--- src/rtl/regfile_write_scheduler.sv ---
`default_nettype none
// ============================================================================
// Module   : regfile_write_scheduler
// Brief    : Arbitrates the register-file write port between in-order
//            writeback (A) and a long-latency unit (B), and keeps a busy
//            scoreboard that raises the decode read stall.
// Revision : 1.0 - initial release
// ============================================================================
module regfile_write_scheduler #(
    parameter int N        = 32,
    parameter int MAX_WAIT = 3
) (
    input  logic         clk,
    input  logic         reset,
    input  logic         a_valid,
    input  logic [4:0]   a_addr,
    input  logic [N-1:0] a_data,
    output logic         a_ready,
    input  logic         b_valid,
    input  logic [4:0]   b_addr,
    input  logic [N-1:0] b_data,
    output logic         b_ready,
    input  logic         issue_valid,
    input  logic [4:0]   issue_addr,
    input  logic [4:0]   rs1_addr,
    input  logic         rs1_used,
    input  logic [4:0]   rs2_addr,
    input  logic         rs2_used,
    output logic         stall,
    output logic         issue_conflict,
    output logic         rf_write,
    output logic [4:0]   rf_write_address,
    output logic [N-1:0] rf_write_data
);

    localparam logic [3:0] C_MAX_WAIT = 4'(MAX_WAIT);

    logic [31:0]  r_busy;
    logic [3:0]   r_starve_cnt;

    logic         w_grant_a;
    logic         w_grant_b;
    logic         w_xfer_b;
    logic         w_xfer;
    logic [4:0]   w_win_addr;
    logic [N-1:0] w_win_data;
    logic [31:0]  w_busy_next;
    logic         w_rs1_hit;
    logic         w_rs2_hit;

    // A has priority unless B has been refused MAX_WAIT cycles in a row.
    always_comb begin
        w_grant_a = 1'b0;
        w_grant_b = 1'b0;
        if (!reset) begin
            if (b_valid && (r_starve_cnt == C_MAX_WAIT)) begin
                w_grant_b = 1'b1;
            end else if (a_valid) begin
                w_grant_a = 1'b1;
            end else if (b_valid) begin
                w_grant_b = 1'b1;
            end
        end
    end

    assign a_ready    = w_grant_a;
    assign b_ready    = w_grant_b;
    assign w_xfer_b   = b_valid & w_grant_b;
    assign w_xfer     = (a_valid & w_grant_a) | w_xfer_b;
    assign w_win_addr = w_xfer_b ? b_addr : a_addr;
    assign w_win_data = w_xfer_b ? b_data : a_data;

    // Clear is applied before set so a same-cycle issue keeps the bit.
    always_comb begin
        w_busy_next = r_busy;
        if (w_xfer_b) begin
            w_busy_next[b_addr] = 1'b0;
        end
        if (issue_valid && (issue_addr != 5'd0)) begin
            w_busy_next[issue_addr] = 1'b1;
        end
        w_busy_next[0] = 1'b0;
    end

    // The in-flight term covers a write sitting in the output register.
    assign w_rs1_hit = rs1_used && (rs1_addr != 5'd0) &&
                       (r_busy[rs1_addr] || (rf_write && (rf_write_address == rs1_addr)));
    assign w_rs2_hit = rs2_used && (rs2_addr != 5'd0) &&
                       (r_busy[rs2_addr] || (rf_write && (rf_write_address == rs2_addr)));
    assign stall     = w_rs1_hit | w_rs2_hit;

    always_ff @(posedge clk) begin
        if (reset) begin
            rf_write         <= 1'b0;
            rf_write_address <= 5'd0;
            rf_write_data    <= '0;
            issue_conflict   <= 1'b0;
            r_busy           <= '0;
            r_starve_cnt     <= 4'd0;
        end else begin
            r_busy         <= w_busy_next;
            issue_conflict <= issue_valid && (issue_addr != 5'd0) && r_busy[issue_addr];

            if (!b_valid || w_xfer_b) begin
                r_starve_cnt <= 4'd0;
            end else if (r_starve_cnt != C_MAX_WAIT) begin
                r_starve_cnt <= r_starve_cnt + 4'd1;
            end

            if (w_xfer) begin
                rf_write_address <= w_win_addr;
                rf_write_data    <= w_win_data;
                rf_write         <= (w_win_addr != 5'd0);
            end else begin
                rf_write <= 1'b0;
            end
        end
    end

endmodule
`default_nettype wire

--- config.mk ---
export PLATFORM = sky130hd
export DESIGN_NAME = regfile_write_scheduler
export DESIGN_NICKNAME = d
export VERILOG_FILES = /design/src/rtl/regfile_write_scheduler.sv
export SDC_FILE = /design/constraint.sdc
export NUM_CORES = 1
export LEC_CHECK = 0
export CAP_MARGIN = 20
export CORE_MARGIN = 3
export CORE_UTILIZATION = 31
export CTS_CLUSTER_DIAMETER = 30
export DETAILED_ROUTE_END_ITERATION = 10
export MAX_ROUTING_LAYER = met4
export PLACE_DENSITY = 0.66
export SYNTH_ARGS = -nofsm -noshare
export SYNTH_HDL_FRONTEND = slang
export SYNTH_SLANG_ARGS = --single-unit
--- constraint.sdc ---
create_clock -name clk -period 3.8 [get_ports clk]
set_input_delay 0.76 -clock clk [delete_from_list [all_inputs] [get_ports clk]]
set_output_delay 0.76 -clock clk [all_outputs]
set_load 0.01 [all_outputs]
Yosys cells after proc, flatten, opt, wreduce, memory -nomap -nowiden
Cells that the tools add are included.

Register bits after elaboration: 75. Output and inout port bits: 42. Word-level logic and storage cells: 68.

Add/subtract/negate cells: 1. Order comparisons: 6. Equality and inequality tests: 4. Muxes and demuxes: 21. Bitwise operators: 8. Reductions and logical operators: 21.

Operators with widths (count): $mux W32 (3); $and A32 B32 Y32 (1); $not A32 Y32 (1); $or A32 B32 Y32 (1); $lt A5 B6 Y1 const B (4); $reduce_bool A5 Y1 (4); $bmux W1 S5 (3); $mux W1 (12); $logic_and A1 B1 Y1 (11); $demux W1 S5 (2); $eq A5 B5 Y1 (2); $ge A5 B1 Y1 const B (2); $mux W5 (1); $add A4 B1 Y4 const B (1); $eq A4 B2 Y1 const B (1); $ne A4 B2 Y1 const B (1); $reduce_or A2 Y1 (2); $logic_or A1 B1 Y1 (3); $and A1 B1 Y1 (2); $or A1 B1 Y1 (2); $logic_not A1 Y1 (1); $not A1 Y1 (1).

Longest topological paths before layout
Gate-level depths: netlist of the first run.

Depth after elaboration: 9. Gate-level depth with buffers: 7.

Worst setup path before layout of the first run
Ideal clock, no wire load.

Kind: input -> output. From: input rs2_addr[0]. To: output stall. Arrival: 2.206 ns. Path slack: 0.834 ns. Cell stages on the path: 5. Path buffers: 1. Cells stage by stage: buf_6 mux4_2 mux2_2 a2111oi_1 o2111ai_1.

Word-level cells in the longest chain between the ends: 5. Elaborated cells between the ends (all ways): 9. Those cells by class: eq/ne: 1; mux: 2; bitwise: 1; reduce/logical: 5.

Ends and longest elaborated chain: start, declared (RTL line 27) `input logic [4:0] rs2_addr,`; $bmux W1 S5 or $eq A5 B5 Y1 (tied branches) (RTL line 89) `(r_busy[rs2_addr] || (rf_write && (rf_write_address == rs2_addr)));`; $mux W1 (implied by the code) or $logic_and A1 B1 Y1 (tied branches) (RTL line 89); $logic_or A1 B1 Y1 (RTL line 89); $logic_and A1 B1 Y1 * (RTL line 88) `assign w_rs2_hit = rs2_used && (rs2_addr != 5'd0) &&`; $or A1 B1 Y1 * (RTL line 90) `assign stall = w_rs1_hit | w_rs2_hit;`; end, declared (RTL line 29) `output logic stall,`.

Every way passes the cells marked *; elsewhere a longest branch is shown, timed or not. The select of a mux whose other input is x is not followed.

Final worst setup path of the first run
From: input rs2_addr[2]. To: output stall.

The elaborated chain is that of the path after synthesis.

==> impl_metrics.ini, run 1 <==
[worst_setup_path]
r2r_slack_ps = 1580
crit_required_ps = 3040
crit_path_start_kind = primary input
crit_arrival_ps = 2960
critPathKind = primary input to primary output
reg2reg_depth = 6
crit_fanout = 2
cp-end-kind = primary output

[global_route]
antenna_found_initial = 2
grt_pass1_vias = 3948
grt_pass1_wl_mm = 21.5
grt-ovfl-total = 0
grt_use_total_pct = 19.4
grt_max_degree = 54

[timing]
fin_crit_sh_pct = 98.0
min_period_ps = 3720
fin_hold_ws_ps = 454
setup_viol = 0
slew_viol_final = 0
hold_viol = 0
slew_headroom_pct = 47.1
tns_ps = 0
worst_pin_slew_ps = 791
fmax_ghz = 0.268
skew_ps = 10.7
rsz0062_at_grt = no

[synthesis]
synth.distinct_cells = 44
synth_cells = 483
yosys-top-cells-area = dfxtp_1, nor2_1, mux4_2, nor4_1, nand2_1
ys_async_sr_fraction_pct = 0
synth-seq-cells = 74
synth_mux_area_share_pct = 15.1
yosysTopAreaCellShare_pct = 36.9
synth-compound-area-share_pct = 13.8
synth-warning-count = 0
synthAdderAreaFrac_pct = 0.312
seq_area_frac_synth_pct = 36.9
avgSynthCellArea_um2 = 8.32
synth_edf_count = 0
synth_top_family_by_area = simple AND/OR/NAND/NOR gates
yosysTopAreaCell = dfxtp_1
netlist_area_um2 = 4020
ys.flop_type = dfxtp_1
synth_fp_nets = 580
yosys.area_share.simple_pct = 26.8
synthXorXnorAreaFrac_pct = 2.62

[job]
maxCapViolCount = 0

[clock_network]
clk_latency_ps = 340
cts_buffer_depth = 2
clk_pin_slew_ps = 50
cts_tree = built
cts_buffers = 9
h-tree-depth = 3
clkSinkCount = 74
cts_root_buf = clkbuf_16

[routing]
wire_per_inst_um = 18.0
vias = 4118
routed_wl_mm = 14.0
drtAntennaViolNets = 0
firstDrtPassIters = 5
vias_per_cell = 5.29
drtIter0Drc = 438
post-route-drc-count = 0

[placed_design]
gp_congestion = 0.924
place_area_um2 = 5530
placed_cells = 761
portBuffers = 137
dp_hpwl_mm = 10.4

[floorplan]
die_w_um = 120
io_pins = 138
core_area_um2 = 12300
start_util_pct = 32.6
placement_rows = 40
die_y_um = 120
die-area_um2 = 14400

[cells_and_area]
fillCellCount = 1190
final_cells = 779
drive_gt1_share_pct = 8.70
synthToLayoutAreaGrowth_pct = 46.0
final_area_um2 = 5870
num-nets-final = 701

[min_path]
hp-class = register to register
holdPathStages = 1

[pwr]
power_density_nw_per_um2 = 363
ir_drop_mv = 0.244
leakagePower_uw = 0.00215

[outcome]
status = completed
==> synth_stat cells (2+ instances only) <==
library cell and number:
mux2_2 2, xor2_1 9, nand4_1 2, inv_1 5
dfxtp_1 74, o41ai_1 15, mux2i_1 9, nor2_1 114
buf_1 4, xnor2_1 3, nor3b_1 5, or2_2 6
mux4_2 15, nand3_1 4, clkbuf_1 26, a311oi_1 5
mux4_1 6, nor4_1 36, and3_1 4, nand2b_1 5
buf_2 6, nor3_1 2, nand2_1 51, o31ai_1 6
a22oi_1 4, a21oi_1 34, or4_1 2, o21ai_0 13
==> sequential cells by signal (all words and copies together) (netlist names) <==
name,count
rf_write_data,32
r_busy,31
rf_write_address,5
r_starve_cnt,4
issue_conflict,1
rf_write,1
==> what timing repair did <==
| action | 4_1_cts | 5_1_grt |
|---|---|---|
| hold buffers | 0 | 0 |
| setup buffers | 0 | 0 |
| endpoints found under the hold margin | 0 | 0 |
| endpoints found under the setup margin | 1 | 1 |
| gates resized for setup | 2 | 1 |
==> layer usage <==
metal	vias up	track usage (%)	routed length [µm]	part of all wire, %
met5	-	-	0	0
li1	1991	-	-	-
met3	19	4.67	1030	7.3
met2	171	30.2	6790	48
met4	0	6.01	246	1.8
met1	1937	25.2	5940	42
==> metrics by stage <==
stage | util [%] | setup WS, ps | total power [µW]
final | 47.6 | 75.2 | 2130
after global routing | 47.6 | 2.16 | 2210
after CTS | 47.5 | 72.4 | 2140
after detailed placement | 44.9 | -145 | 1240
after global placement | 44.9 | -128 | 1230
after floorplan | - | 834 | 1020
==> cell families (layout without fill, tap and decap cells) <==
kind of cell	count (synthesis)	after routing
and+or+nand+nor	236	236
adders and majority gates	1	1
AOI/OAI and AO/OA	85	85
DFF	74	74
xor gates and xnor gates	12	12
muxes	32	32
other	0	2
buffers and inverters	43	169
==> worst max-delay path, cell delays in order <==
cell             delay (ps)
clkdlybuf4s50_1         510
mux4_1                  570
mux2_2                  310
a2111oi_4               350
o2111ai_1               160
dlygate4sd2_1           300
==> path summary, 6_finish.rpt <==
kind / startpoint / endpoint
max: rs2_addr[2] / stall
min: r_starve_cnt[0]$_SDFFE_PP0P_ / r_starve_cnt[0]$_SDFFE_PP0P_
max reg2reg: r_starve_cnt[0]$_SDFFE_PP0P_ / r_busy[2]$_SDFF_PP0_
min reg2reg: r_starve_cnt[0]$_SDFFE_PP0P_ / r_starve_cnt[0]$_SDFFE_PP0P_
==> layout by cell type (no fill, tap or decap), types with 3 or more instances in the layout <==
| cell type | netlist | layout |
|---|---|---|
| clkbuf_16 | 0 | 9 |
| mux2i_1 | 9 | 9 |
| xor2_1 | 9 | 9 |
| xnor2_1 | 3 | 3 |
| nand3_1 | 4 | 4 |
| clkdlybuf4s50_1 | 0 | 135 |
| nand2_1 | 51 | 51 |
| o21ai_0 | 13 | 13 |
| o41ai_1 | 15 | 15 |
| and3_1 | 4 | 4 |
| a22oi_1 | 4 | 4 |
| nor3b_1 | 5 | 5 |
| buf_4 | 1 | 10 |
| nor4_1 | 36 | 36 |
| mux4_2 | 15 | 15 |
| nor2_1 | 114 | 113 |
| a21oi_1 | 34 | 34 |
| inv_1 | 5 | 5 |
| or2_2 | 6 | 6 |
| a311oi_1 | 5 | 5 |
| dfxtp_1 | 74 | 74 |
| nand2b_1 | 5 | 5 |
| mux4_1 | 6 | 6 |
| o31ai_1 | 6 | 6 |
==> area by class of cell <==
type,count,area (µm²),area share (%)
inverter,5,18.8,0.320
clock inverter,5,78.8,1.34
tap,168,210,3.58
clock buffer,11,233,3.97
antenna,2,5.00,0.0853
sequential,74,1480,25.3
multi-input combinational,366,2380,40.6
timing repair buffer,148,1460,24.9
==> where the power goes <==
part	leakage (µW)	internal (µW)	switching, µW
sequential	0.000606	813	26.0
combinational	0.00139	210	176
clock	0.000153	574	331
(Power assumes the default switching activity.)
==> run 2, diff against run 1 <==
Settings changed: TNS_END_PERCENT set to 100.
==> results of run 2 <==
The final DEF is identical to that of run 1; final timing and power are the same.
==> run 3, diff against run 2 <==
Settings changed: TNS_END_PERCENT 100 to unset.
==> results of run 3 <==
The final DEF is identical to that of run 1; final timing and power are the same.
